<file path="src/rtl/core_sequencer.sv">
// core_sequencer: multi-cycle FETCH/EXEC/MEM/WB control FSM owning PC and r2..r7.
// Optional macro MEM_TIMEOUT_EN adds a per-access mem_ack timeout that traps into FAULT.

module core_sequencer #(
  parameter logic [15:0] RESET_PC       = 16'h0000,
  parameter logic [3:0]  FETCH_MODE     = 4'b0001,
  parameter int          TIMEOUT_CYCLES = 255
) (
  input  logic        clk,
  input  logic        rst_n,
  input  logic        resume,
  output logic        mem_req,
  output logic        mem_we,
  output logic [15:0] mem_addr,
  output logic [15:0] mem_wdata,
  output logic [3:0]  mem_mode,
  input  logic [15:0] mem_rdata,
  input  logic        mem_ack,
  output logic [15:0] ex_instruction,
  output logic [15:0] ex_pc,
  output logic [95:0] ex_reg_file,
  input  logic [15:0] ex_res,
  input  logic        ex_res_from_ram,
  input  logic [2:0]  ex_res_target,
  input  logic [15:0] ex_ram_addr,
  input  logic        ex_ram_op,
  input  logic [15:0] ex_ram_write,
  input  logic [3:0]  ex_ram_mode,
  output logic        halted,
  output logic        fault,
  output logic [15:0] instret
);

  typedef enum logic [2:0] {
    S_FETCH = 3'd0,
    S_EXEC  = 3'd1,
    S_MEM   = 3'd2,
    S_WB    = 3'd3,
    S_HALT  = 3'd4,
    S_FAULT = 3'd5
  } state_t;

  state_t      r_state,     w_nxt_state;
  logic [15:0] r_pc,        w_nxt_pc;
  logic [95:0] r_regs,      w_nxt_regs;
  logic [15:0] r_instr,     w_nxt_instr;
  logic [15:0] r_instret,   w_nxt_instret;
  logic        r_mem_req,   w_nxt_mem_req;
  logic        r_mem_we,    w_nxt_mem_we;
  logic [15:0] r_mem_addr,  w_nxt_mem_addr;
  logic [15:0] r_mem_wdata, w_nxt_mem_wdata;
  logic [3:0]  r_mem_mode,  w_nxt_mem_mode;
  logic        r_halted,    w_nxt_halted;
  logic        r_fault,     w_nxt_fault;
  logic [15:0] r_wb_val,    w_nxt_wb_val;
  logic [2:0]  r_wb_tgt,    w_nxt_wb_tgt;
  logic        w_acc_done;
  logic        w_timeout;
  logic [15:0] w_wb_pc;

  assign w_acc_done = r_mem_req & mem_ack;
  assign w_wb_pc    = (r_wb_tgt == 3'd1) ? r_wb_val : r_pc;

`ifdef MEM_TIMEOUT_EN
  localparam logic [15:0] TIMEOUT_LAST = 16'(TIMEOUT_CYCLES - 1);
  logic [15:0] r_wait;

  // Wait counter idles at zero, so every mem_req rise starts a fresh count.
  always_ff @(posedge clk or negedge rst_n) begin
    if (!rst_n) begin
      r_wait <= 16'd0;
    end else if (!r_mem_req) begin
      r_wait <= 16'd0;
    end else if (!mem_ack) begin
      r_wait <= r_wait + 16'd1;
    end else begin
      r_wait <= r_wait;
    end
  end

  assign w_timeout = r_mem_req & ~mem_ack & (r_wait == TIMEOUT_LAST);
`else
  logic [15:0] w_unused_timeout;
  assign w_unused_timeout = 16'(TIMEOUT_CYCLES);
  assign w_timeout        = 1'b0;
`endif

  // Next-state and next-output logic; the request for the next access is raised on the
  // transition into FETCH/MEM so an immediate ack completes that state in one cycle.
  always_comb begin
    w_nxt_state     = r_state;
    w_nxt_pc        = r_pc;
    w_nxt_regs      = r_regs;
    w_nxt_instr     = r_instr;
    w_nxt_instret   = r_instret;
    w_nxt_mem_req   = r_mem_req;
    w_nxt_mem_we    = r_mem_we;
    w_nxt_mem_addr  = r_mem_addr;
    w_nxt_mem_wdata = r_mem_wdata;
    w_nxt_mem_mode  = r_mem_mode;
    w_nxt_halted    = r_halted;
    w_nxt_fault     = r_fault;
    w_nxt_wb_val    = r_wb_val;
    w_nxt_wb_tgt    = r_wb_tgt;

    case (r_state)
      S_FETCH: begin
        if (w_acc_done) begin
          w_nxt_instr   = mem_rdata;
          w_nxt_pc      = r_pc + 16'd1;
          w_nxt_mem_req = 1'b0;
          w_nxt_state   = S_EXEC;
        end else if (w_timeout) begin
          w_nxt_mem_req = 1'b0;
          w_nxt_fault   = 1'b1;
          w_nxt_state   = S_FAULT;
        end else if (!r_mem_req) begin
          w_nxt_mem_req  = 1'b1;
          w_nxt_mem_we   = 1'b0;
          w_nxt_mem_addr = r_pc;
          w_nxt_mem_mode = FETCH_MODE;
        end else begin
          w_nxt_state = S_FETCH;
        end
      end

      S_EXEC: begin
        if (r_instr[15:12] == 4'hF) begin
          w_nxt_halted = 1'b1;
          w_nxt_state  = S_HALT;
        end else if (ex_res_from_ram) begin
          w_nxt_mem_req   = 1'b1;
          w_nxt_mem_we    = ex_ram_op;
          w_nxt_mem_addr  = ex_ram_addr;
          w_nxt_mem_wdata = ex_ram_write;
          w_nxt_mem_mode  = ex_ram_mode;
          w_nxt_wb_tgt    = ex_res_target;
          w_nxt_state     = S_MEM;
        end else begin
          w_nxt_wb_val = ex_res;
          w_nxt_wb_tgt = ex_res_target;
          w_nxt_state  = S_WB;
        end
      end

      S_MEM: begin
        if (w_acc_done) begin
          w_nxt_wb_val  = mem_rdata;
          w_nxt_wb_tgt  = r_mem_we ? 3'd0 : r_wb_tgt;
          w_nxt_mem_req = 1'b0;
          w_nxt_state   = S_WB;
        end else if (w_timeout) begin
          w_nxt_mem_req = 1'b0;
          w_nxt_fault   = 1'b1;
          w_nxt_state   = S_FAULT;
        end else begin
          w_nxt_state = S_MEM;
        end
      end

      S_WB: begin
        case (r_wb_tgt)
          3'd1:    w_nxt_pc          = r_wb_val;
          3'd2:    w_nxt_regs[15:0]  = r_wb_val;
          3'd3:    w_nxt_regs[31:16] = r_wb_val;
          3'd4:    w_nxt_regs[47:32] = r_wb_val;
          3'd5:    w_nxt_regs[63:48] = r_wb_val;
          3'd6:    w_nxt_regs[79:64] = r_wb_val;
          3'd7:    w_nxt_regs[95:80] = r_wb_val;
          default: w_nxt_pc          = r_pc;
        endcase
        w_nxt_instret  = r_instret + 16'd1;
        w_nxt_mem_req  = 1'b1;
        w_nxt_mem_we   = 1'b0;
        w_nxt_mem_addr = w_wb_pc;
        w_nxt_mem_mode = FETCH_MODE;
        w_nxt_state    = S_FETCH;
      end

      S_HALT: begin
        if (resume) begin
          w_nxt_halted   = 1'b0;
          w_nxt_mem_req  = 1'b1;
          w_nxt_mem_we   = 1'b0;
          w_nxt_mem_addr = r_pc;
          w_nxt_mem_mode = FETCH_MODE;
          w_nxt_state    = S_FETCH;
        end else begin
          w_nxt_state = S_HALT;
        end
      end

      S_FAULT: begin
        w_nxt_state = S_FAULT;
      end

      default: begin
        w_nxt_mem_req = 1'b0;
        w_nxt_state   = S_FETCH;
      end
    endcase
  end

  // State and datapath registers; every output is driven straight from here.
  always_ff @(posedge clk or negedge rst_n) begin
    if (!rst_n) begin
      r_state     <= S_FETCH;
      r_pc        <= RESET_PC;
      r_regs      <= 96'd0;
      r_instr     <= 16'd0;
      r_instret   <= 16'd0;
      r_mem_req   <= 1'b0;
      r_mem_we    <= 1'b0;
      r_mem_addr  <= 16'd0;
      r_mem_wdata <= 16'd0;
      r_mem_mode  <= 4'd0;
      r_halted    <= 1'b0;
      r_fault     <= 1'b0;
      r_wb_val    <= 16'd0;
      r_wb_tgt    <= 3'd0;
    end else begin
      r_state     <= w_nxt_state;
      r_pc        <= w_nxt_pc;
      r_regs      <= w_nxt_regs;
      r_instr     <= w_nxt_instr;
      r_instret   <= w_nxt_instret;
      r_mem_req   <= w_nxt_mem_req;
      r_mem_we    <= w_nxt_mem_we;
      r_mem_addr  <= w_nxt_mem_addr;
      r_mem_wdata <= w_nxt_mem_wdata;
      r_mem_mode  <= w_nxt_mem_mode;
      r_halted    <= w_nxt_halted;
      r_fault     <= w_nxt_fault;
      r_wb_val    <= w_nxt_wb_val;
      r_wb_tgt    <= w_nxt_wb_tgt;
    end
  end

  assign mem_req        = r_mem_req;
  assign mem_we         = r_mem_we;
  assign mem_addr       = r_mem_addr;
  assign mem_wdata      = r_mem_wdata;
  assign mem_mode       = r_mem_mode;
  assign ex_instruction = r_instr;
  assign ex_pc          = r_pc;
  assign ex_reg_file    = r_regs;
  assign halted         = r_halted;
  assign fault          = r_fault;
  assign instret        = r_instret;

endmodule
</file>
<file path="config.mk">
export PLATFORM = sky130hd
export DESIGN_NAME = core_sequencer
export DESIGN_NICKNAME = d
export VERILOG_FILES = /design/src/rtl/core_sequencer.sv
export SDC_FILE = /design/constraint.sdc
export NUM_CORES = 1
export LEC_CHECK = 0
export ABC_AREA = 1
export CAP_MARGIN = 10
export CORE_ASPECT_RATIO = 0.6
export CORE_MARGIN = 3
export CORE_UTILIZATION = 48
export DETAILED_ROUTE_END_ITERATION = 16
export PLACE_DENSITY = 0.9
export SYNTH_ARGS = -nofsm -noshare
export SYNTH_HDL_FRONTEND = slang
export SYNTH_SLANG_ARGS = --single-unit
</file>
<file path="constraint.sdc">
create_clock -name clk -period 1.6 [get_ports clk]
set_input_delay 0.32 -clock clk [delete_from_list [all_inputs] [get_ports clk]]
set_output_delay 0.32 -clock clk [all_outputs]
set_load 0.03 [all_outputs]
</file>
==> run metrics <==
status finished with violations; failing checks negative setup slack; share of cells above drive strength 1 19.2%; final hold violations 0; reg-to-reg startpoint r_state[1]; maximum vdd ir drop around 0.0015 V; largest cells by area after synthesis dfrtp_1, nand2_1, o21ai_0, inv_1, nand3_1; clk_lat worst skew 0.49 ns; Inserted Clock Buffers 20; Cell variety after synth 40; Slew Limit Fails 0; Inserted Diodes 0; post-synthesis sequential area ratio 54.9%; post-synth top area cell dfrtp_1; hold slack 0.331 ns; Area after DPL roughly 0.013 sq mm; Setup WS pre-CTS -0.163 ns; Synth Register Bits 205; detailed-route via count a little under 9000; worst-case clock buffer depth 3; Final Skew 0.00777 ns; Detailed Route Iter0 Violations 803; IO buf count between 200 and 300; number of fill cells in the layout 1363; kind of critical path reg2reg; Max Cap Viol 0; Die H 114 microns; CTS tree built; Cell Pwr Density 2200 mW/mm^2; Final Cycle Share 104%; Initial Util between 50% and 60%; router iterations before antenna repair 7; CP Cell Sequence nor2_2 -> nand3_2 -> buf_4 -> o21ai_0 -> a22oi_2; Leak 6.70 nW; clock slew at reported path FFs 0.07 ns; Synth-to-Final Area Change 43.7%; Setup crit start kind flip-flop; CTS root buffer clkbuf_16; nets@finish 1471; Avg Cell Area, Syn 8.67 sq um; Placer Congestion a little over 0.9; slack of the critical path -0.0673 ns; post-synthesis cell area 0.00934 sq mm; post-route ant nets 0; CTS sink cnt 205; core area 0.0185 sq mm; Post-synth top cells nand2_1, dfrtp_1, o21ai_0; initial antenna violation count 0; first-pass GRT wire length 47500 microns; gr usage total 28.7%; Critical Path RT ~2.0 ns; endpoint class of the critical path flip-flop; vias in the first global route 8741; Worst R2R End ex_pc[0]; yosys warns 0; fin area 0.0134 sq mm; Synth Flop Type dfrtp_1; die width between 150 and 200 microns; overall power between 20 and 30 mW; fin crit period 1.67 ns; critical path's largest stage delay 0.49 ns; CP max-delay cell dfrtp_2; DRC viols 0; die area 0.0212 sq mm; total grt overflow 0; FMAX 600 MHz; final setup violation count 1; DR WL/cell 18.9 microns; H-tree Lvls 1; Vias/cell 5.43; most common cell in the netlist nand2_1; Synth top area share between 50% and 60%; CP arrival 2.03 ns; largest net degree at the start of global routing 54; crit path max fanout 7; I/O Pins 261; Reg2Reg Setup Slack -0.07 ns; Worst Reg-to-Reg Cells 5; Std-Cell Rows 38; Post-Syn Instances ~1100; post-DP HPWL 22000 microns; routed wire length 31100 microns; number of flops mapped to enable cells by yosys 0; worst hold path type in2async; ys async rst share between 90% and 100%; RSZ-0062 raised after global routing yes; Syn Nets 1156
-- critical path, delay by kind of cell (launching register included) --
| family | cells | cell delay [ns] |
|---|---|---|
| flops | 1 | 0.49 |
| buf+inv | 1 | 0.23 |
| simple gates | 2 | 0.44 |
| compound gates | 2 | 0.37 |
-- worst max-delay path by stage --
stage                          startpoint          end  slack, ns  cells past startpoint
final                          r_state[1]     ex_pc[0]      -0.07                      5
after global routing           r_state[1]     ex_pc[0]      -0.11                      5
after CTS                      r_state[0]  r_wb_val[7]     -0.003                      6
after detailed placement  ex_res_from_ram  mem_addr[9]      -0.16                      9
after global placement            mem_ack     ex_pc[7]      -0.14                      8
after floorplan                  ex_pc[0]     ex_pc[8]      0.004                      8
-- through the flow --
step           instances  TNS (ns)  utilization, %
4_1_cts             1630  -0.00374            71.7
3_3_place_gp        1595     -3.97            68.3
2_1_floorplan       1077         0               -
3_5_place_dp        1595     -6.80            68.3
5_1_grt             1642     -1.60            72.4
6_report            1642   -0.0673            72.4
-- power breakdown --
group / internal, mW / switching [mW]
clock: 2.93 / 1.98
combinational: 5.37 / 10.5
sequential: 7.36 / 1.44
-- sequential cells by signal (all words and copies together) (netlist names), 3 cells and up --
signal          count
ex_reg_file        96
ex_instruction     16
ex_pc              16
instret            16
mem_addr           16
mem_wdata          16
r_wb_val           16
mem_mode            4
r_state             3
r_wb_tgt            3
-- layout by cell type, fill, tap and decap left out, types with 21 or more instances in the layout --
cell	count
clkdlybuf4s15_1	74
clkbuf_16	21
nand2_1	345
dfrtp_1	201
buf_12	21
nand3_1	54
dlygate4sd2_1	32
clkdlybuf4s15_2	23
nor2_1	32
inv_1	84
buf_4	60
o21ai_0	158
clkbuf_2	44
clkdlybuf4s50_1	75
-- routing by layer --
layer,up-vias,routed length (microns),GRT usage [%],part of all wire [%]
met5,-,0,0,0
met2,454,13500,42.5,43
li1,4120,-,-,-
met3,75,2960,7.20,9.5
met4,0,829,6.99,2.7
met1,4261,13800,42.8,44
-- cell families (layout without fill, tap and decap cells) --
group                      Yosys count  count (layout)  share of synthesized area, %
AOI/OAI and AO/OA                  223             223                          13.1
xor gates and xnor gates             9               9                         0.844
adders and majority gates            2               2                         0.268
buffers and inverters              144             468                          7.42
DFF                                205             205                          54.9
other                                1               1                        0.0402
and+or+nand+nor                    493             494                          23.4
-- cell type report --
| cell class | instances | area, sq um | area share [%] |
|---|---|---|---|
| tap | 240 | 300 | 2.24 |
| multi-input combinational | 729 | 3700 | 27.6 |
| timing repair buffer | 343 | 3250 | 24.2 |
| clock buffer | 29 | 606 | 4.51 |
| sequential | 205 | 5130 | 38.3 |
| clock inverter | 3 | 65.1 | 0.485 |
| inverter | 93 | 359 | 2.68 |
-- timing repair --
item,4_1_cts,5_1_grt
resized for setup,285,183
gates cloned,1,0
pin swaps,2,7
hold buffers,1,0
setup buffers,1,12
endpoints found under the setup margin,212,212
endpoints found under the hold margin,30,0
Note: power is estimated with default switching activity, not from simulation.
==> edit, RTL diff (same flow settings) <==
`FETCH_MODE`: 4'b0001 -> 4'b0000.
--- a/src/rtl/core_sequencer.sv
+++ b/src/rtl/core_sequencer.sv
@@ -3,7 +3,7 @@
 
 module core_sequencer #(
   parameter logic [15:0] RESET_PC       = 16'h0000,
-  parameter logic [3:0]  FETCH_MODE     = 4'b0001,
+  parameter logic [3:0]  FETCH_MODE     = 4'b0000,
   parameter int          TIMEOUT_CYCLES = 255
 ) (
   input  logic        clk,
Behaviour: not the same (Yosys sat finds a counterexample within 4 cycles, from zero or initial values and one cycle with rst_n low).
==> edit against the unedited design <==
  * The flow still finishes with violations (setup timing)
  * Combinational power rose by 9%
  * Maximum frequency rose by 2.2%
  * Synthesized area barely moved
  * Sequential share of layout area fell by 1.3 points
  * Setup slack improved by 36 ps
  * First-iteration DRC count rose by 26%
  * Hold slack got worse by 3.6 ps
  * Routed wire length rose by 2.4%
  * Sequential cell count did not move
  * Power rose by 3.8%
  * Final area rose by 3.6%
  * Sequential power barely moved
  * Count of clock-buffer cells in the layout fell by 1
  * Critical path type unchanged
  * Critical endpoint is now r_wb_val[4]$_DFFE_PN0P_
==> edit: results (changes against the unedited design) <==
stage	metric	value	unit	change
synthesis	top post-synthesis cells by area	dfrtp_1 55%, nand2_1 14%, o21ai_0 8.8%, inv_1 3.5%, nand3_1 3.3%		
layout	share of layout cells above drive strength 1	0.202		+0.00968
layout	Cell Count, Final, Fillers Out	1685		+2.6%
outcome	failing checks	setup timing		
drt	met3 wire length	3.31	mm	+12%
outcome	outcome	complete, but fails checks		
setup_path	Arr. time, crit path	2050	ps	+20 ps
setup_path	Crit path largest cell delay	460	ps	-30 ps
synthesis	Syn Nets	1157		+0.087%
setup_path	Reg2Reg Depth	7		+2
synthesis	commonest cells in the netlist	347 x nand2_1, 205 x dfrtp_1, 165 x o21ai_0		
power	leakage power total	6.98	nW	+4.1%
synthesis	Unique masters post-synth	39		-2.5%
drt	final wirelength	31.8	mm	+2.4%
timing	Fin Setup TNS	-173	ps	-105 ps
global_routing	grt met2 use	0.444		+0.0188
global_routing	largest net degree at the start of global routing	48		-11%
timing	Final WS setup	-31.2	ps	+36.0 ps
place	HPWL after DPL	22.4	mm	+1.8%
timing	Clock Skew	9.21	ps	+1.44 ps
power	reported combinational group power	17.2	mW	+9%
setup_path	Worst Setup SP	r_state[2]$_DFFE_PN0P_		
synthesis	Synth Area per Inst	8.67	um2	about the same
power	VDD IR-drop max	1.41	mV	-4.0%
setup_path	Critical Path Slowest Stage Cell	o21ai_0		
place	routability cong.	0.932		-0.30%
power	Net Sw Frac	0.473		+0.00277
power	Sequential Power Share	0.288		-0.010
clock_tree	root buffer cell	clkbuf_16		
layout	# fillers	1305		-4.3%
global_routing	first-pass GRT wire length	47.9	mm	+0.80%
setup_path	delay-heaviest family, CP	compound AO/OA/AOI/OAI gates		
global_routing	met1 GRT Util	0.424		-0.00418
synthesis	sequential area share after synthesis	0.549		about the same
place	DP Worst Slack	-314	ps	-150 ps
drt	drt via density	5.42		-0.18%
global_routing	initial antenna violation count	1		+1
timing	minimum hold slack	327	ps	-3.62 ps
layout	max reg flops	96		unchanged
drt	initial DRC count	1009		+26%
global_routing	vias in the first global route	8685		-0.64%
place	Placed Cells incl. Taps	1622		+1.7%
timing	# setup viols final	12		+11
global_routing	GR Util met3	0.0673		-0.00472
clock_tree	number of setup buffers added after CTS	11		+10
setup_path	CP Capture Point	r_wb_val[4]$_DFFE_PN0P_		
clock_tree	CTS resizes	301		+5.6%
drt	M1 WL	13.7	mm	-0.81%
global_routing	Tot GR Track Use	0.289		+0.00149
synthesis	yosys warns	0		unchanged
clock_tree	cts bufs inserted	20		unchanged
setup_path	CP Max Fanout	17		+10
timing	Slew Limit Headroom	0.625		
layout	Layout Nets	1491		+1.4%
drt	met2 wire len	14.1	mm	+4.3%
## edit: metrics by stage
step | total power, mW | utilization | area, um2
after floorplan | 17.8 | - | 9350
after global placement | 24.6 | 0.686 | 12700
after detailed placement | 25.2 | 0.686 | 12700
after CTS | 29.7 | 0.733 | 13600
after global routing | 32.3 | 0.748 | 13900
final | 30.7 | 0.748 | 13900
## edit: cell families (layout without fill, tap and decap cells)
logic type,after synthesis,count (layout),share of synthesized area
AO/OA/AOI/OAI,223,223,0.131
XOR/XNOR,9,9,0.00843
adder cells (fa/ha/maj),2,2,0.00268
buffers and inverters,145,489,0.0746
flip-flops,205,205,0.549
other,1,2,0.000401
AND/OR/NAND/NOR,493,495,0.234
## edit: area by class of cell
class,instances,area (um2),share of cell area
diodes,1,2.50,0.000180
clock buffers,28,602,0.0433
clock inverters,6,35.0,0.00252
inverters,94,358,0.0257
multi-input cells,730,3850,0.277
flip-flops and latches,205,5130,0.369
well taps,260,325,0.0234
repair buffers,361,3590,0.258
